## config.mk

```make
export PLATFORM = sky130hd
export DESIGN_NAME = vending_fsm_param_flat
export DESIGN_NICKNAME = d
export VERILOG_FILES = /design/src/rtl/vending_fsm_param_pkg.sv /design/src/rtl/vending_fsm_param_if.sv /design/src/rtl/vending_fsm_param_coin_change_sel.sv /design/src/rtl/vending_fsm_param.sv /design/src/flat_wrapper.sv
export SDC_FILE = /design/constraint.sdc
export NUM_CORES = 1
export LEC_CHECK = 0
export BUFFER_PORTS_ARGS = -buffer_cell sky130_fd_sc_hd__clkbuf_2
export CORE_UTILIZATION = 51
export CTS_BUF_LIST = sky130_fd_sc_hd__clkbuf_16
export CTS_CLUSTER_DIAMETER = 30
export DETAILED_ROUTE_END_ITERATION = 8
export PLACE_DENSITY = 0.76
export SYNTH_ARGS = -nofsm -noshare
export SYNTH_HDL_FRONTEND = slang
export SYNTH_SLANG_ARGS = --single-unit
```

## constraint.sdc

```tcl
create_clock -name clk -period 3 [get_ports clk]
set_clock_uncertainty 0.05 [all_clocks]
set_input_delay 0.45 -clock clk [delete_from_list [all_inputs] [get_ports clk]]
set_output_delay 0.45 -clock clk [all_outputs]
set_load 0.02 [all_outputs]
```

## src/rtl/vending_fsm_param_pkg.sv

```systemverilog
// Shared types for the parametrised vending controller: coin codes, FSM states
// and the coin-code-to-value mapping used by both the controller and change selector.
package vending_pkg;

  typedef enum logic [1:0] {
    COIN_NONE = 2'b00,
    COIN_1    = 2'b01,
    COIN_2    = 2'b10,
    COIN_5    = 2'b11
  } coin_e;

  typedef enum logic [1:0] {
    IDLE   = 2'b00,
    CREDIT = 2'b01,
    VEND   = 2'b10,
    CHANGE = 2'b11
  } state_e;

  function automatic logic [2:0] coin_value(input logic [1:0] code);
    case (code)
      2'b01:   return 3'd1;
      2'b10:   return 3'd2;
      2'b11:   return 3'd5;
      default: return 3'd0;
    endcase
  endfunction

endpackage

```

## src/rtl/vending_fsm_param_if.sv

```systemverilog
// Customer-side bundle of the vending controller: coin/purchase/cancel inputs,
// change handshake and status outputs.
interface vending_fsm_param_if #(
  parameter int N_PROD   = 4,
  parameter int CREDIT_W = 6
);

  logic [1:0]          moneda;
  logic [N_PROD-1:0]   comprar;
  logic                cancelar;
  logic                cambio_ack;
  logic [N_PROD-1:0]   listo;
  logic [CREDIT_W-1:0] total;
  logic [N_PROD-1:0]   vend;
  logic                cambio_valid;
  logic [1:0]          cambio_coin;
  logic                moneda_rech;
  logic                busy;

  modport master (
    output moneda, comprar, cancelar, cambio_ack,
    input  listo, total, vend, cambio_valid, cambio_coin, moneda_rech, busy
  );

  modport slave (
    input  moneda, comprar, cancelar, cambio_ack,
    output listo, total, vend, cambio_valid, cambio_coin, moneda_rech, busy
  );

endinterface

```

## src/rtl/vending_fsm_param_coin_change_sel.sv

```systemverilog
// Greedy change selector: for a given credit, the largest coin (5, 2, 1) that
// does not exceed it, plus that coin's value. Purely combinational.
module coin_change_sel
  import vending_pkg::*;
#(
  parameter int CREDIT_W = 6
) (
  input  logic [CREDIT_W-1:0] i_total,
  output coin_e               o_coin,
  output logic [2:0]          o_value
);

  // Widened so the constant 5 is representable even for very narrow credit widths.
  logic [CREDIT_W+2:0] w_total_ext;
  assign w_total_ext = {3'b000, i_total};

  always_comb begin
    o_coin  = COIN_NONE;
    o_value = 3'd0;
    if (w_total_ext >= (CREDIT_W+3)'(5)) begin
      o_coin  = COIN_5;
      o_value = coin_value(COIN_5);
    end else if (w_total_ext >= (CREDIT_W+3)'(2)) begin
      o_coin  = COIN_2;
      o_value = coin_value(COIN_2);
    end else if (w_total_ext >= (CREDIT_W+3)'(1)) begin
      o_coin  = COIN_1;
      o_value = coin_value(COIN_1);
    end
  end

endmodule

```

## src/rtl/vending_fsm_param.sv

```systemverilog
// N-product vending controller: accumulates coin credit, vends the lowest-index
// affordable request, and returns change or refunds coin by coin over valid/ack.
module vending_fsm_param
  import vending_pkg::*;
#(
  parameter int                         N_PROD     = 4,
  parameter int                         CREDIT_W   = 6,
  parameter int                         MAX_CREDIT = 31,
  parameter logic [N_PROD*CREDIT_W-1:0] PRICES     = {6'd10, 6'd7, 6'd5, 6'd3}
) (
  input logic               clk,
  input logic               reset,
  vending_fsm_param_if.slave bus
);

  localparam int SEL_W = (N_PROD > 1) ? $clog2(N_PROD) : 1;
  localparam logic [CREDIT_W:0] MAX_SUM = (CREDIT_W+1)'(MAX_CREDIT);

  if (N_PROD < 1 || N_PROD > 8) begin : g_bad_nprod
    $error("vending_fsm_param: N_PROD must be in 1..8");
  end
  if (MAX_CREDIT < 1 || MAX_CREDIT >= (1 << CREDIT_W)) begin : g_bad_max
    $error("vending_fsm_param: MAX_CREDIT must be below 2**CREDIT_W");
  end

  state_e              r_state;
  logic [CREDIT_W-1:0] r_total;
  logic [SEL_W-1:0]    r_sel;
  logic [N_PROD-1:0]   r_listo;
  logic [N_PROD-1:0]   r_vend;
  logic                r_cambio_valid;
  coin_e               r_cambio_coin;
  logic                r_moneda_rech;
  logic                r_busy;

  state_e              w_state_next;
  logic [CREDIT_W-1:0] w_total_next;
  logic [SEL_W-1:0]    w_sel_next;
  logic                w_rech_next;
  logic                w_open_next;
  logic [N_PROD-1:0]   w_listo_next;
  logic [N_PROD-1:0]   w_vend_onehot;
  logic [CREDIT_W-1:0] w_price [N_PROD];
  logic                w_req_any;
  logic [SEL_W-1:0]    w_req_idx;
  logic                w_coin_in;
  logic [CREDIT_W:0]   w_sum;
  coin_e               w_chg_coin_cur;
  logic [2:0]          w_chg_val_cur;
  coin_e               w_chg_coin_next;
  logic [2:0]          w_chg_val_next;

  assign w_open_next = (w_state_next == IDLE) || (w_state_next == CREDIT);

  for (genvar gi = 0; gi < N_PROD; gi++) begin : g_prod
    assign w_price[gi] = PRICES[gi*CREDIT_W +: CREDIT_W];
    if (int'(PRICES[gi*CREDIT_W +: CREDIT_W]) < 1 ||
        int'(PRICES[gi*CREDIT_W +: CREDIT_W]) > MAX_CREDIT) begin : g_bad_price
      $error("vending_fsm_param: every price must be in 1..MAX_CREDIT");
    end
    assign w_listo_next[gi] = w_open_next && (w_total_next >= w_price[gi]);
  end

  // Lowest set request bit wins.
  always_comb begin
    w_req_any = 1'b0;
    w_req_idx = '0;
    for (int k = N_PROD - 1; k >= 0; k--) begin
      if (bus.comprar[k]) begin
        w_req_any = 1'b1;
        w_req_idx = SEL_W'(k);
      end
    end
  end

  assign w_coin_in = (bus.moneda != COIN_NONE);
  assign w_sum     = {1'b0, r_total} + (CREDIT_W+1)'(coin_value(bus.moneda));

  // Current total drives the ack subtraction; next total drives the registered coin output.
  coin_change_sel #(.CREDIT_W(CREDIT_W)) u_sel_cur (
    .i_total (r_total),
    .o_coin  (w_chg_coin_cur),
    .o_value (w_chg_val_cur)
  );

  coin_change_sel #(.CREDIT_W(CREDIT_W)) u_sel_next (
    .i_total (w_total_next),
    .o_coin  (w_chg_coin_next),
    .o_value (w_chg_val_next)
  );

  always_comb begin
    w_state_next = r_state;
    w_total_next = r_total;
    w_sel_next   = r_sel;
    w_rech_next  = 1'b0;
    case (r_state)
      IDLE, CREDIT: begin
        if (bus.cancelar && (r_total != '0)) begin
          w_state_next = CHANGE;
          w_rech_next  = w_coin_in;
        end else if (w_req_any && (r_total >= w_price[w_req_idx])) begin
          w_state_next = VEND;
          w_sel_next   = w_req_idx;
          w_rech_next  = w_coin_in;
        end else if (w_coin_in) begin
          if (w_sum <= MAX_SUM) begin
            w_total_next = w_sum[CREDIT_W-1:0];
            w_state_next = CREDIT;
          end else begin
            w_rech_next = 1'b1;
          end
        end
      end
      VEND: begin
        w_rech_next  = w_coin_in;
        w_total_next = r_total - w_price[r_sel];
        w_state_next = (w_total_next != '0) ? CHANGE : IDLE;
      end
      CHANGE: begin
        w_rech_next = w_coin_in;
        if (w_chg_coin_cur == COIN_NONE) begin
          w_state_next = IDLE;
        end else if (bus.cambio_ack) begin
          w_total_next = r_total - CREDIT_W'(w_chg_val_cur);
          if (w_total_next == '0) w_state_next = IDLE;
        end
      end
      default: w_state_next = IDLE;
    endcase
  end

  assign w_vend_onehot = N_PROD'(1) << w_sel_next;

  // Outputs are registered from the next state/total so they line up with r_state/r_total.
  always_ff @(posedge clk) begin
    if (reset) begin
      r_state        <= IDLE;
      r_total        <= '0;
      r_sel          <= '0;
      r_listo        <= '0;
      r_vend         <= '0;
      r_cambio_valid <= 1'b0;
      r_cambio_coin  <= COIN_NONE;
      r_moneda_rech  <= 1'b0;
      r_busy         <= 1'b0;
    end else begin
      r_state        <= w_state_next;
      r_total        <= w_total_next;
      r_sel          <= w_sel_next;
      r_listo        <= w_listo_next;
      r_vend         <= (w_state_next == VEND) ? w_vend_onehot : '0;
      r_cambio_valid <= (w_state_next == CHANGE) && (w_chg_val_next != 3'd0);
      r_cambio_coin  <= (w_state_next == CHANGE) ? w_chg_coin_next : COIN_NONE;
      r_moneda_rech  <= w_rech_next;
      r_busy         <= (w_state_next == VEND) || (w_state_next == CHANGE);
    end
  end

  assign bus.listo        = r_listo;
  assign bus.total        = r_total;
  assign bus.vend         = r_vend;
  assign bus.cambio_valid = r_cambio_valid;
  assign bus.cambio_coin  = r_cambio_coin;
  assign bus.moneda_rech  = r_moneda_rech;
  assign bus.busy         = r_busy;

endmodule

```

## src/flat_wrapper.sv

```systemverilog
// flat-port wrapper written by rule: the top's interface ports become plain ports
module vending_fsm_param_flat import vending_pkg::*;
#(
  parameter int                         N_PROD     = 4,
  parameter int                         CREDIT_W   = 6,
  parameter int                         MAX_CREDIT = 31,
  parameter logic [N_PROD*CREDIT_W-1:0] PRICES     = {6'd10, 6'd7, 6'd5, 6'd3}
)
  (clk, reset, bus_moneda, bus_comprar, bus_cancelar, bus_cambio_ack, bus_listo, bus_total, bus_vend, bus_cambio_valid, bus_cambio_coin, bus_moneda_rech, bus_busy);
  vending_fsm_param_if #(.N_PROD(N_PROD), .CREDIT_W(CREDIT_W)) bus_i ();
  input logic clk;
  input logic reset;
  input wire logic [$bits(bus_i.moneda)-1:0] bus_moneda;
  input wire logic [$bits(bus_i.comprar)-1:0] bus_comprar;
  input wire logic [$bits(bus_i.cancelar)-1:0] bus_cancelar;
  input wire logic [$bits(bus_i.cambio_ack)-1:0] bus_cambio_ack;
  output wire logic [$bits(bus_i.listo)-1:0] bus_listo;
  output wire logic [$bits(bus_i.total)-1:0] bus_total;
  output wire logic [$bits(bus_i.vend)-1:0] bus_vend;
  output wire logic [$bits(bus_i.cambio_valid)-1:0] bus_cambio_valid;
  output wire logic [$bits(bus_i.cambio_coin)-1:0] bus_cambio_coin;
  output wire logic [$bits(bus_i.moneda_rech)-1:0] bus_moneda_rech;
  output wire logic [$bits(bus_i.busy)-1:0] bus_busy;
  assign bus_i.moneda = bus_moneda;
  assign bus_i.comprar = bus_comprar;
  assign bus_i.cancelar = bus_cancelar;
  assign bus_i.cambio_ack = bus_cambio_ack;
  assign bus_listo = bus_i.listo;
  assign bus_total = bus_i.total;
  assign bus_vend = bus_i.vend;
  assign bus_cambio_valid = bus_i.cambio_valid;
  assign bus_cambio_coin = bus_i.cambio_coin;
  assign bus_moneda_rech = bus_i.moneda_rech;
  assign bus_busy = bus_i.busy;
  vending_fsm_param #(.N_PROD(N_PROD), .CREDIT_W(CREDIT_W), .MAX_CREDIT(MAX_CREDIT), .PRICES(PRICES)) u_core (.clk(clk), .reset(reset), .bus(bus_i));
endmodule
```

-- Word level (Yosys, flattened, before mapping)
Index checks and enable logic that the tools add are counted.
- bits in registers: 23
- output and inout bits: 19
- muxes and demuxes: 51
- reduce and logical (&&, ||, !) cells: 21
- bitwise operators: 4
- order comparisons: 14
- shifts and indexed selects: 1
- equal/unequal tests: 9
- add/subtract/negate cells: 3
- operator list (operator ; count):
    2-to-1 mux 6 bit ; 10
    2-to-1 mux 2 bit ; 21
    binary-select mux 6 bit (select 2 bit) ; 2
    greater-or-equal comparator 6 x 3 -> 1 bit, second input constant ; 4
    greater-or-equal comparator 6 x 2 -> 1 bit, second input constant ; 3
    case mux 6 bit (3 select lines) ; 1
    equality test 2 bit, second input constant ; 6
    greater-or-equal comparator 6 x 1 -> 1 bit, second input constant ; 2
    2-to-1 mux 1 bit ; 12
    nonzero test 6 bit ; 2
    case mux 3 bit (3 select lines) ; 1
    OR reduction 2 bit ; 4
    adder 6 x 3 -> 7 bit ; 1
    <= comparator 7 x 5 -> 1 bit, second input constant ; 1
    logical AND 1 bit ; 7
    equality test 2 x 1 -> 1 bit, second input constant ; 3
    greater-or-equal comparator 3 bit, second input constant ; 2
    greater-or-equal comparator 6 x 4 -> 1 bit, second input constant ; 1
    greater-or-equal comparator 6 bit ; 1
    logical NOT 2 bit ; 3
    logical NOT 6 bit ; 1
    2-to-1 mux 3 bit ; 2
    inverter 2 -> 3 bit ; 2
    case mux 2 bit (3 select lines) ; 1
    8 further kinds ; 10

-- Logic depth before layout (Yosys ltp)
Gate-level depths: netlist of run 1.
- depth after elaboration: 19
- gate-level depth with buffers: 13
- depth with buffers taken out: 13

-- Modules after synthesis
From an unflattened synthesis of run 1, not the netlist that was laid out.
- cell total of the unflattened synthesis: 232
- area total of the unflattened synthesis: 1946.9 sq um
- by module, submodules not included (module ; area each (sq um) ; seq. area each (sq um) ; times used ; cells an instance):
    vending_fsm_param ; 1811.7 ; 460.4 ; 1 ; 210
    coin_change_sel ; 67.6 ; 0.0 ; 2 ; 11

-- Least setup slack after synthesis of run 1
OpenSTA, ideal clock, no wires.
- kind: input-to-reg
- start point: input bus_comprar[1]
- end point: register u_core.r_listo[0], in the netlist u_core.bus.listo[0]
- slack: -0.217 ns
- buffers on the path: 0
- arrival: 3.032 ns
- setup time: 0.134 ns
- stages: 11
- cell sequence: nor3_1 > ha_1 > inv_1 > ha_1 > a21oi_1 > o21ai_0 > a31o_1 > or4_4 > and3_4 > nor4b_4 > a21oi_1
- longest elaborated chain between the ends: 14
- ends and longest elaborated chain (what ; RTL line ; RTL):
    start, declared ; flat_wrapper.sv:14 ; input wire logic [$bits(bus_i.comprar)-1:0] bus_comprar;
    2-to-1 mux 2 bit (2 in series) ; vending_fsm_param.sv:69 ; if (bus.comprar[k]) begin
    inverter 2 -> 3 bit (implied by the code) ; vending_fsm_param.sv:102 ; end else if (w_req_any && (r_total >= w_price[w_req_idx])) begin
    binary-select mux 6 bit (select 2 bit) ; vending_fsm_param.sv:102 ;
    2-to-1 mux 6 bit (implied by the code) (2 in series) ; vending_fsm_param.sv:102 ;
    greater-or-equal comparator 6 bit ; vending_fsm_param.sv:102 ;
    logical AND 1 bit * ; vending_fsm_param.sv:102 ;
    parallel branches: the longest is 5 deep, another holds greater-or-equal comparator 6 x 2 -> 1 bit ; -- ;
    logical AND 1 bit * ; vending_fsm_param.sv:61 ; assign w_listo_next[gi] = w_open_next && (w_total_next >= w_price[gi]);
    end signal, assigned ; vending_fsm_param.sv:151 ; r_listo <= w_listo_next;
    end, declared ; vending_fsm_param.sv:29 ; logic [N_PROD-1:0] r_listo;
Every way passes the cells marked *. The select of a mux whose other input is x is not followed.
A chain may end at the register's enable or synchronous reset.

-- Worst setup path in the final report of run 1
- start point: register u_core.r_total[0], in the netlist u_core.bus.total[0]
- end point: register u_core.r_cambio_coin[1], in the netlist u_core.bus.cambio_coin[1]
- longest elaborated chain between the ends: 13
- ends and longest elaborated chain (what ; RTL line ; RTL):
    start, declared ; vending_fsm_param.sv:27 ; logic [CREDIT_W-1:0] r_total;
    start signal, assigned ; vending_fsm_param.sv:149 ; r_total <= w_total_next;
    parallel branches: the longest is 13 deep, another holds greater-or-equal comparator 6 x 1 -> 1 bit ; -- ;
    end signal, assigned ; vending_fsm_param.sv:154 ; r_cambio_coin <= (w_state_next == CHANGE) ? w_chg_coin_next : COIN_NONE;
    end, declared ; vending_fsm_param.sv:32 ; coin_e r_cambio_coin;
Parallel ways; which one is timed is not known.

==> results.txt, run 1 <==
----------------------------------------------------
[Flow run]
  Max capacitance violation total ... 0

[Synth]
  Avg Cell Area, Syn ... 8.13 sq um
  Number of storage elements in the synthesis netlist ... 23
  Count of synthesis-stage warnings from yosys ... 0
  Synth Cell Area ... 1790 sq um
  Top_reg_cell synth ... dfxtp_1
  Count of cell types in the netlist ... 49
  Seq/Total Area, Yosys ... 25.8%
  FFs w/ async S/R, synth ... 0%
  Number of enable flip-flop cells after synthesis ... 0
  Number of nets produced by synthesis ... 250
  Number of cells produced by synthesis ... 220

[Clock tree]
  CTS buffer count ... 3
  Later-pin clock latency in the skew report ... 0.26 ns
  TritonCTS clock tree ... done
  Root buf cell ... clkbuf_16
  H-tree depth ... 1
  Clock Sink Count ... 23
  Clock slew at the register clock pins of the worst setup and hold paths ... 0.06 ns
  Maximum number of buffers from clock root to sink ... 2

[STA]
  Final Worst Setup Slack ... -0.0191 ns
  Setup violators final ... 5
  Number of max-slew violations in the final report ... 0
  Unrepaired setup endpoints after global routing ... yes
  Peak clock frequency supported by timing ... 331 MHz
  Worst Tran Pin Value ... 0.436 ns
  Hold Violations, Final ... 0
  Tightest slew margin relative to the limit ... 70.9%
  Minimum clock period after layout ... 3.02 ns
  Aggregate negative setup slack ... -0.0782 ns
  Final worst-path cycle share ... 101%

[Setup path]
  Worst Setup End Kind ... register
  Worst Setup Path Type ... register to register
  CP Cell Sequence ... ha_4, fa_2, nor4bb_2, nand4_1, a221o_1, or4_4, and3_4, nor4b_4, a21boi_1
  Largest delay share family, worst path ... simple AND/OR/NAND/NOR gates
  Internal reg-to-reg setup slack ... -0.02 ns
  Critical path arrival ... 3.11 ns
  Maximum net fanout on the critical path ... 5
  Number of buffer and inverter instances along the worst setup path ... 0
  Startpoint type of the worst setup path ... register
  Slowest cell on the critical path ... or4_4
  CP peak stage delay ... 0.51 ns
  Required @ worst endpoint ... 3.09 ns

[Min path]
  Class of the tightest hold or removal check ... primary input to register

[Route]
  Mean number of vias per cell ... 5.84
  Routed wire length per instance ... 15.5 um
  Number of design-rule violations left by the first detailed-router iteration ... 146
  Final routed DRC violation total ... 0
  Routed via count ... 1969
  Post-route ant nets ... 0
  Detailed-route wire length ... 5230 um
  First-pass iteration count of the detailed router ... 4

[Finish]
  Nets ... 322
  End-of-flow core utilization ... 73.8%
  Post-route cell area ... 2460 sq um
  Count of filler cells inserted in the layout ... 265
  Share of cells above drive strength 1 ... 34.0%
  Number of inserted diodes ... 0
  Area added between synthesis and finish ... 37.7%

[GRT]
  Global routing usage summed across all routing layers ... 27.7%
  Overflow left after global routing ... 0
  Number of antenna violations at the first check in global routing ... 0
  First-pass GRT wire length ... 7620 um
  Pin count of the biggest net entering global routing ... 16
  Via count of the first global-routing pass ... 1727

[Floorplanning]
  Area enclosed by the die boundary ... 3750 sq um
  Die boundary height ... 61.2 um
  Core ar. ... 3340 sq um
  Chip width ... 61.2 um
  Starting density of the core ... 53.6%
  IO Count ... 29
  Row count ... 21

[Placed design]
  Setup Slack @ Placement ... -0.370 ns
  Detailed placer's ending HPWL ... 3730 um
  Placed standard-cell area ... 2280 sq um
  Input/output buffers ... 28
  Final Wtd Congestion ... 0.875

[Power]
  PwrDens ... 1370 nW/um^2
  Leakage ... 1.15 nW
  PnR Total Power ... 3.37 mW
  Worst voltage drop across the vdd grid ... 0.000732 V

[Run status]
  Failing checks ... setup timing
  Status ... complete, but fails checks

----------------------------------------------------
-- cell usage after synthesis, types with 2 or more instances --
library cell	instances	share of area, %
ha_1	17	12
xnor2_1	2	0.98
a21boi_0	2	0.84
xor2_1	2	0.98
inv_1	13	2.7
nor2_1	26	5.5
nand2b_1	2	0.70
and3_1	4	1.4
a21oi_1	19	5.3
nor4bb_1	2	1.1
and2_1	7	2.4
nand3_1	3	0.84
mux2i_1	5	2.8
a21boi_1	2	0.84
o21ai_0	16	4.5
fa_1	3	3.4
nor4_1	3	1.0
clkbuf_1	6	1.3
nor3_1	5	1.4
a311oi_1	2	0.98
a31oi_1	7	2.4
dfxtp_1	23	26
o31ai_1	2	0.84
nand4_1	2	0.70
nor2b_1	8	2.8
a211oi_1	4	1.7
o21a_1	2	0.84
o31a_1	4	2.0
or4_4	2	1.3
nand2_1	6	1.3
-- state kept, by name (all words and copies together), names as in the netlist, 2 cells and up --
register and count:
u_core.r_state 2, u_core.bus.cambio_coin 2, u_core.bus.listo 4, u_core.bus.vend 4, u_core.r_sel 2, u_core.bus.total 6
-- per-stage QoR --
stage	hold slack, ns	instances
2_1_floorplan	0.441	220
3_3_place_gp	0.495	325
3_5_place_dp	0.531	325
4_1_cts	0.530	331
5_1_grt	0.546	337
6_report	0.532	337
-- per-layer routing --
layer | GRT usage [%] | vias to the layer above | wire, um | share of wire, %
li1 | - | 954 | - | -
met1 | 31.2 | 917 | 2120 | 41
met2 | 51.9 | 89 | 2660 | 51
met3 | 5.04 | 9 | 370 | 7.1
met4 | 9.42 | 0 | 74 | 1.4
met5 | 0 | - | 0 | 0
-- area by class of cell --
cell class / count / area [sq um] / share of cell area, %
multi-input combinational: 177 / 1320 / 53.7
timing repair buffer: 74 / 485 / 19.7
sequential: 23 / 465 / 18.9
clock buffer: 3 / 75.1 / 3.05
tap: 46 / 57.6 / 2.34
inverter: 13 / 48.8 / 1.98
clock inverter: 1 / 7.51 / 0.305
-- path summary, 6_finish.rpt --
kind	start	end	cells past startpoint
worst min-delay path	reset	u_core.bus.total[0]	2
worst max-delay path	u_core.bus.total[0]	u_core.bus.cambio_coin[1]	9
worst max register to register	u_core.bus.total[0]	u_core.bus.cambio_coin[1]	9
worst min register to register	u_core.r_sel[1]	u_core.r_sel[1]	2
-- report_power, final --
group          switching (mW)  internal, mW  total (mW)
Sequential              0.110         0.425       0.535
Combinational            1.38          1.16        2.54
Clock                   0.116         0.181       0.297
Total                    1.61          1.77        3.37
-- placed cells by master (no fill, tap or decap), types with 2 or more instances in the layout --
| cell | instances |
|---|---|
| mux2i_1 | 5 |
| o21ai_1 | 4 |
| fa_1 | 2 |
| a211oi_1 | 3 |
| o31a_1 | 4 |
| a311oi_1 | 2 |
| nor4_1 | 2 |
| or4_4 | 2 |
| buf_4 | 46 |
| nor2_1 | 25 |
| a21oi_1 | 17 |
| a31oi_1 | 6 |
| clkbuf_2 | 28 |
| o21ai_0 | 12 |
| a21boi_1 | 2 |
| nand2_1 | 6 |
| nand2b_1 | 2 |
| o31ai_1 | 2 |
| a21boi_0 | 2 |
| nor2b_1 | 7 |
| xor2_1 | 2 |
| clkbuf_16 | 3 |
| ha_1 | 16 |
| nand3_1 | 3 |
| nand4_1 | 2 |
| o21a_1 | 2 |
| xnor2_1 | 2 |
| and2_1 | 7 |
| dfxtp_1 | 21 |
| a21oi_2 | 2 |
| inv_1 | 13 |
| nor3_1 | 4 |
| and3_1 | 4 |
-- kinds of logic after synthesis --
family / share of synthesized area [%]
multiplexers: 2.80
AO/OA/AOI/OAI: 24.9
adder cells (fa/ha/maj): 15.3
flip-flops: 25.8
XOR/XNOR: 1.96
AND/OR/NAND/NOR: 24.9
buffers and inverters: 4.41
-- repair_timing --
item	CTS	global route
setup endpoints to repair	5	10
pin swaps	3	11
hold buffers	0	0
setup buffers	2	6
resized for setup	3	10
No activity file was read; power rests on OpenSTA's default activity.
==> run 2: changes to the inputs <==
Settings changed: CORE_UTILIZATION 51 to 52, PLACE_DENSITY 0.76 to 0.77, SKIP_CTS_REPAIR_TIMING from default to 1, SKIP_LAST_GASP from default to 1, SYNTH_HIERARCHICAL from default to 1.
==> run 2 against run 1 <==
  * The run still ends with setup timing left
  * Via count increased by 3.5%
  * First-iteration DRC count decreased by 2.1%
  * Fmax decreased by 3.6%
  * Synthesized cell count increased by 5.5%
  * Die area increased by 6.6%
  * Critical path type unchanged
  * Highest routed layer unchanged
==> results.txt, run 2 <==
----------------------------------------------------
[Run status]
  Status ... complete, but fails checks
  Failing checks ... setup timing

[Route]
  Final routed DRC violation total ... 0 (unchanged)
  Mean number of vias per cell ... 5.82 (-0.39%)
  Post-route ant nets ... 0 (unchanged)
  Detailed-route wire length ... 5840 um (+12%)
  First-pass iteration count of the detailed router ... 4 (unchanged)
  Number of design-rule violations left by the first detailed-router iteration ... 143 (-2.1%)
  Routed via count ... 2037 (+3.5%)
  Routed wire length per instance ... 16.7 um (+7.5%)

[Finish]
  Post-route cell area ... 2760 sq um (+12%)
  Register Area ... 470 sq um (+1.1%)
  Number of flip-flops in the largest register ... 6 (unchanged)
  Nets ... 336 (+4.3%)
  Area added between synthesis and finish ... 41.8%
  Count of filler cells inserted in the layout ... 229 (-14%)
  Share of cells above drive strength 1 ... 43.4% (+9.4 points)
  End-of-flow core utilization ... 79.6% (+5.8 points)
  Leading cell type in the layout, fill and taps excluded ... buf_4
  Multi-input gate area ... 1580 sq um (+19%)
  Number of inserted diodes ... 0 (unchanged)
  Leading cell types in the layout, fill and taps excluded ... buf_4 (48), clkbuf_2 (27), nor2_1 (21), dfxtp_1 (19), nand2_1 (15)

[STA]
  Final Worst Setup Slack ... -0.132 ns (-0.113 ns)
  Hold Violations, Final ... 0 (unchanged)
  Worst hold slack after final layout ... 0.532 ns (+0.000204 ns)
  Worst Tran Pin Value ... 0.565 ns (+0.129 ns)
  Setup violators final ... 9 (+4)
  Final worst-path cycle share ... 104% (+3.8 points)
  Peak clock frequency supported by timing ... 319 MHz (-3.6%)
  Minimum clock period after layout ... 3.13 ns (+0.113 ns)
  Tightest slew margin relative to the limit ... 62.3% (-8.6 points)
  Unrepaired setup endpoints after global routing ... yes
  Number of max-slew violations in the final report ... 0 (unchanged)

[Floorplanning]
  Die boundary height ... 63.2 um (+3.2%)
  IO Count ... 29 (unchanged)
  Area enclosed by the die boundary ... 3990 sq um (+6.6%)
  Starting density of the core ... 56.1% (+2.6 points)
  Row count ... 21 (unchanged)
  Chip width ... 63.2 um (+3.2%)
  Core ar. ... 3470 sq um (+3.9%)

[Synth]
  FFs w/ async S/R, synth ... 0% (unchanged)
  Synth area leaders ... dfxtp_1 (24%), ha_1 (12%), nor2_1 (4.6%)
  Count of cell types in the netlist ... 55 (+12%)
  Portion of netlist area occupied by mux cells ... 4.11% (+1.3 points)
  Count of synthesis-stage warnings from yosys ... 6 (+6)
  Avg Cell Area, Syn ... 8.39 sq um (+3.3%)
  Share of the synthesized area in compound gates (AO/OA/AOI/OAI) ... 23.1% (-1.8 points)
  Top_reg_cell synth ... dfxtp_1
  Ranking of synthesized cells by instance count ... nor2_1 (24), dfxtp_1 (23), ha_1 (18)
  Yosys top cell area share ... 23.7% (-2.1 points)
  Number of nets produced by synthesis ... 263 (+5.2%)
  Seq/Total Area, Yosys ... 23.7% (-2.1 points)
  Most numerous cell in the Yosys netlist ... nor2_1
  Post-synthesis adder-cell area fraction ... 14.7% (-0.60 points)
  Synthesized-area fraction occupied by and/or/nand/nor cells ... 24.9% (-0.041 points)
  Number of enable flip-flop cells after synthesis ... 0 (unchanged)
  Dominant combinational cell family by area after synthesis ... simple AND/OR/NAND/NOR gates
  Number of storage elements in the synthesis netlist ... 23 (unchanged)
  Synth Cell Area ... 1950 sq um (+8.9%)
  Number of cells produced by synthesis ... 232 (+5.5%)
  Leading area contributor after synthesis ... dfxtp_1
  XOR/XNOR Fraction of Synth Area ... 3.53% (+1.6 points)

[Power]
  Clock power share ... 7.4% (-1.4 points)
  PwrDens ... 1410 nW/um^2 (+2.6%)
  Leakage ... 1.26 nW (+9.6%)
  Switch Pwr ... 1.83 mW (+14%)
  Pint ... 2.05 mW (+16%)
  Proportion of power drawn by flip-flops and latches ... 13.1% (-2.7 points)
  Fraction of power spent switching nets ... 47.2% (-0.34 points)
  PnR Total Power ... 3.88 mW (+15%)
  Worst voltage drop across the vdd grid ... 0.00103 V (+41%)
  Comb power frac ... 79.5% (+4.1 points)

[Placed design]
  Final Wtd Congestion ... 0.956 (+9.3%)
  Placed standard-cell area ... 2530 sq um (+11%)
  Detailed placer's ending HPWL ... 4230 um (+13%)
  Input/output buffers ... 28 (unchanged)

[Setup path]
  Required @ worst endpoint ... 3.12 ns (+0.03 ns)
  Startpoint type of the worst setup path ... register
  Maximum net fanout on the critical path ... 4 (-1)
  R2r endpoint ... u_core/bus.listo[2]
  Number of cells on the worst reg-to-reg path ... 14 (+5)
  Critical path arrival ... 3.25 ns (+0.14 ns)
  Worst Setup End Kind ... register
  Worst Setup Path Type ... register to register
  Internal reg-to-reg setup slack ... -0.13 ns (-0.11 ns)
  Beginning of the worst register-to-register path ... u_core/bus.total[1]

[Clock tree]
  Later-pin clock latency in the skew report ... 0.26 ns (about the same)
  H-tree depth ... 1 (unchanged)
  TritonCTS clock tree ... done
  CTS buffer count ... 3 (unchanged)
  Root buf cell ... clkbuf_16
  Clock slew at the register clock pins of the worst setup and hold paths ... 0.06 ns (about the same)
  Clock Sink Count ... 23 (unchanged)
  Maximum number of buffers from clock root to sink ... 2 (unchanged)

[GRT]
  Pin count of the biggest net entering global routing ... 14 (-2)
  Number of antenna violations at the first check in global routing ... 0 (unchanged)
  Via count of the first global-routing pass ... 1940 (+12%)
  First-pass GRT wire length ... 9090 um (+19%)
  Overflow left after global routing ... 0 (unchanged)
  Global routing usage summed across all routing layers ... 29.3% (+1.7 points)

[Min path]
  Class of the tightest hold or removal check ... register to register
  Min-delay src ... u_core/r_sel[1]
  Hold Path Sink ... u_core/r_sel[1]
  Worst Hold Depth ... 2 (unchanged)

[Flow run]
  Max capacitance violation total ... 0 (unchanged)

----------------------------------------------------
## run 2: kinds of logic after synthesis
group / after synthesis
AND/OR/NAND/NOR: 89
AO/OA/AOI/OAI: 59
adder cells (fa/ha/maj): 21
multiplexers: 8
flip-flops: 23
buffers and inverters: 25
XOR/XNOR: 7
## run 2: worst max path at each step
stage	from	to	slack (ns)	cells past startpoint
CTS	u_core/bus.total[1]	u_core/bus.cambio_coin[1]	-0.14	13
global placement	bus_comprar[1]	u_core/bus.cambio_coin[1]	-0.25	15
global route	u_core/bus.total[1]	u_core/bus.cambio_coin[1]	-0.22	13
floorplan	bus_comprar[2]	u_core/bus.cambio_coin[1]	-0.05	15
detailed placement	bus_comprar[1]	u_core/bus.cambio_valid	-0.35	16
finish	u_core/bus.total[1]	u_core/bus.listo[2]	-0.13	14
## run 2: layout make-up
class	count	area share (%)
Clock buffer	3	2.72
Clock inverter	1	0.181
Inverter	16	2.18
Multi-Input combinational cell	184	57.3
Sequential cell	23	17.0
Tap cell	46	2.09
Timing Repair Buffer	77	18.5
## run 2: layer usage
layer  GRT usage, %  routed length (um)  vias to the layer above
li1               -                   -                      977
met1           36.4                2390                      950
met2           50.8                2900                       88
met3           4.53                 315                       22
met4           10.5                 227                        0
met5              0                   0                        -
## run 2: critical path, stage by stage (launching register included)
cell	delay [ns]
dfxtp_4	0.35
or3b_4	0.39
a21oi_2	0.13
inv_2	0.07
fa_2	0.39
a211oi_4	0.25
buf_4	0.15
xor2_1	0.06
nor4_2	0.29
o31ai_1	0.13
buf_4	0.18
a211oi_4	0.24
buf_6	0.16
o311ai_4	0.10
o31ai_1	0.09
## run 2: metrics by stage
| stage | cells | worst slack (ns) | TNS, ns |
|---|---|---|---|
| after floorplan | 232 | -0.0511 | -0.0511 |
| after CTS | 348 | -0.143 | -0.437 |
| after global routing | 350 | -0.218 | -1.42 |
| after detailed placement | 344 | -0.347 | -1.35 |
| after global placement | 344 | -0.253 | -0.571 |
| final | 350 | -0.132 | -0.677 |
## run 2: power by group through the flow
| stage | sequential (mW) | clock (mW) | combinational, mW |
|---|---|---|---|
| final | 0.509 | 0.289 | 3.08 |
| after CTS | 0.502 | 0.296 | 2.69 |
| after global routing | 0.524 | 0.312 | 3.32 |
| after global placement | 0.503 | 0 | 2.60 |
| after floorplan | 0.587 | 0 | 1.68 |
| after detailed placement | 0.507 | 0 | 2.66 |
==> run 3: changes to the inputs <==
Clock period 3 ns to 2.6 ns, I/O delays scaled along.
==> run 3 against run 2 <==
  * Hold slack got worse by 0.062 ns
  * The run still ends with setup timing left
  * Non-clock buffer count rose by 8
  * Clock power rose by 22%
  * Critical endpoint is now u_core/bus.cambio_coin[1]
  * Power rose by 22%
  * Flip-flop and latch count did not move
==> results.txt, run 3 (same netlist as run 2, synthesis figures left out) <==
----------------------------------------------------
[Run status]
  Status ... complete, but fails checks
  Failing checks ... setup timing

[STA]
  Hold Violations, Final ... 0 (unchanged)
  Final Worst Setup Slack ... -0.625 ns (-0.492 ns)
  Setup violators final ... 13 (+4)
  Minimum clock period after layout ... 3.22 ns (+0.0925 ns)
  Tightest slew margin relative to the limit ... 62.9% (+0.57 points)
  Number of max-slew violations in the final report ... 0 (unchanged)
  Peak clock frequency supported by timing ... 310 MHz (-2.9%)
  Final worst-path cycle share ... 124% (+20 points)
  Worst Tran Pin Value ... 0.556 ns (-0.00852 ns)
  Unrepaired setup endpoints after global routing ... yes
  Aggregate negative setup slack ... -4.61 ns (-3.93 ns)

[Power]
  PnR Total Power ... 4.74 mW (+22%)
  PwrDens ... 1660 nW/um^2 (+18%)
  Worst voltage drop across the vdd grid ... 0.00112 V (+8.5%)
  Leakage ... 1.30 nW (+3.5%)

[Floorplanning]
  IO Count ... 29 (unchanged)
  Chip width ... 63.2 um (unchanged)
  Starting density of the core ... 56.1% (unchanged)
  Row count ... 21 (unchanged)
  Core ar. ... 3470 sq um (unchanged)
  Die boundary height ... 63.2 um (unchanged)
  Area enclosed by the die boundary ... 3990 sq um (unchanged)

[Setup path]
  R2r endpoint ... u_core/bus.cambio_coin[1]
  Startpoint type of the worst setup path ... register
  Critical path arrival ... 3.34 ns (+0.09 ns)
  CP startpoint ... u_core/bus.total[0]
  Critical path capture point ... u_core/bus.cambio_coin[1]
  Worst Setup End Kind ... register
  Required @ worst endpoint ... 2.71 ns (-0.41 ns)
  Maximum net fanout on the critical path ... 6 (+2)
  Beginning of the worst register-to-register path ... u_core/bus.total[0]
  Internal reg-to-reg setup slack ... -0.62 ns (-0.49 ns)
  Number of cells on the worst reg-to-reg path ... 13 (-1)
  Worst Setup Path Type ... register to register

[Route]
  Post-route ant nets ... 0 (unchanged)
  Routed via count ... 2133 (+4.7%)
  Final routed DRC violation total ... 0 (unchanged)
  Number of design-rule violations left by the first detailed-router iteration ... 168 (+17%)
  First-pass iteration count of the detailed router ... 6 (+2)
  Detailed-route wire length ... 6380 um (+9.3%)
  Routed wire length per instance ... 17.8 um (+6.8%)
  Mean number of vias per cell ... 5.96 (+2.4%)

[Clock tree]
  Clock Sink Count ... 23 (unchanged)
  Root buf cell ... clkbuf_16
  Clock slew at the register clock pins of the worst setup and hold paths ... 0.07 ns (about the same)
  Later-pin clock latency in the skew report ... 0.27 ns (about the same)
  H-tree depth ... 1 (unchanged)
  CTS buffer count ... 3 (unchanged)
  TritonCTS clock tree ... done
  Maximum number of buffers from clock root to sink ... 2 (unchanged)

[Finish]
  End-of-flow core utilization ... 82.1% (+2.5 points)
  Nets ... 344 (+2.4%)
  Leading cell types in the layout, fill and taps excluded ... buf_4 (55), clkbuf_2 (27), nor2_1 (21), dfxtp_1 (18)
  Area added between synthesis and finish ... 46.3%
  Leading cell type in the layout, fill and taps excluded ... buf_4
  Number of inserted diodes ... 0 (unchanged)
  Number of flip-flops in the largest register ... 6 (unchanged)
  Share of cells above drive strength 1 ... 47.1% (+3.7 points)

[Flow run]
  Max capacitance violation total ... 0 (unchanged)

[Placed design]
  Detailed placer's ending HPWL ... 4170 um (-1.4%)
  Input/output buffers ... 28 (unchanged)
  Final Wtd Congestion ... 0.918 (-4.0%)

[GRT]
  Via count of the first global-routing pass ... 2061 (+6.2%)
  Global routing usage summed across all routing layers ... 30.3% (+1.0 points)
  Overflow left after global routing ... 0 (unchanged)
  Pin count of the biggest net entering global routing ... 14 (unchanged)
  Number of antenna violations at the first check in global routing ... 0 (unchanged)
  First-pass GRT wire length ... 9380 um (+3.1%)

[Min path]
  Worst Hold Depth ... 2 (unchanged)
  Class of the tightest hold or removal check ... primary input to register

----------------------------------------------------
run 3: cell types whose count changed in the layout (fill, tap and decap cells not counted), moves of 2 or more:
| cell | delta |
|---|---|
| mux2i_1 | -2 |
| ha_4 | -2 |
| mux2i_2 | +2 |
| nand2_1 | -2 |
| nand2_2 | +2 |
| buf_4 | +7 |
run 3: report_power, final:
group / leakage (nW) / total, mW / internal (mW) / switching [mW]
Combinational: 1.07 / 3.81 / 1.80 / 2.01
Sequential: 0.192 / 0.573 / 0.478 / 0.0943
Clock: 0.0409 / 0.352 / 0.208 / 0.144
run 3: metal layers:
| metal | track usage (%) | vias up | wire (um) | share of wire (%) |
|---|---|---|---|---|
| met1 | 35.8 | 988 | 2550 | 40 |
| met5 | 0 | - | 0 | 0 |
| met3 | 5.80 | 31 | 485 | 7.6 |
| met4 | 13.4 | 0 | 243 | 3.8 |
| met2 | 53.0 | 114 | 3100 | 49 |
| li1 | - | 1000 | - | - |
run 3: worst max-delay path, cell delays in order (launching register included):
cell and delay [ns]:
dfxtp_4 0.36, or3b_4 0.39, a21oi_2 0.14, inv_2 0.06
ha_1 0.26, nor2b_4 0.13, o21ai_4 0.18, a31oi_1 0.16
a21o_1 0.19, a22oi_2 0.23, o21ai_2 0.09, or3_4 0.39
or3_1 0.31, and2_1 0.16
run 3: worst min-delay path by stage:
stage	startpoint	to
CTS	reset	u_core/r_state[0]
floorplan	u_core/r_sel[1]	u_core/r_sel[1]
finish	reset	u_core/r_sel[0]
detailed placement	u_core/r_sel[1]	u_core/r_sel[1]
global placement	u_core/r_sel[0]	u_core/r_sel[0]
global route	reset	u_core/r_state[0]
run 3: area by class of cell:
type	instances	area (sq um)
Sequential cell	23	474
Clock buffer	3	75.1
Timing Repair Buffer	85	591
Inverter	16	62.6
Clock inverter	1	5.00
Tap cell	46	57.6
Fill cell	217	621
Multi-Input combinational cell	184	1580
run 3: stage by stage:
stage | setup WS, ns | area, sq um | cells | hold slack (ns)
after floorplan | -0.412 | 2070 | 232 | 0.431
after global routing | -0.684 | 2850 | 358 | 0.487
after CTS | -0.515 | 2690 | 354 | 0.457
after detailed placement | -0.715 | 2610 | 350 | 0.498
final | -0.625 | 2850 | 358 | 0.470
after global placement | -0.554 | 2610 | 350 | 0.472
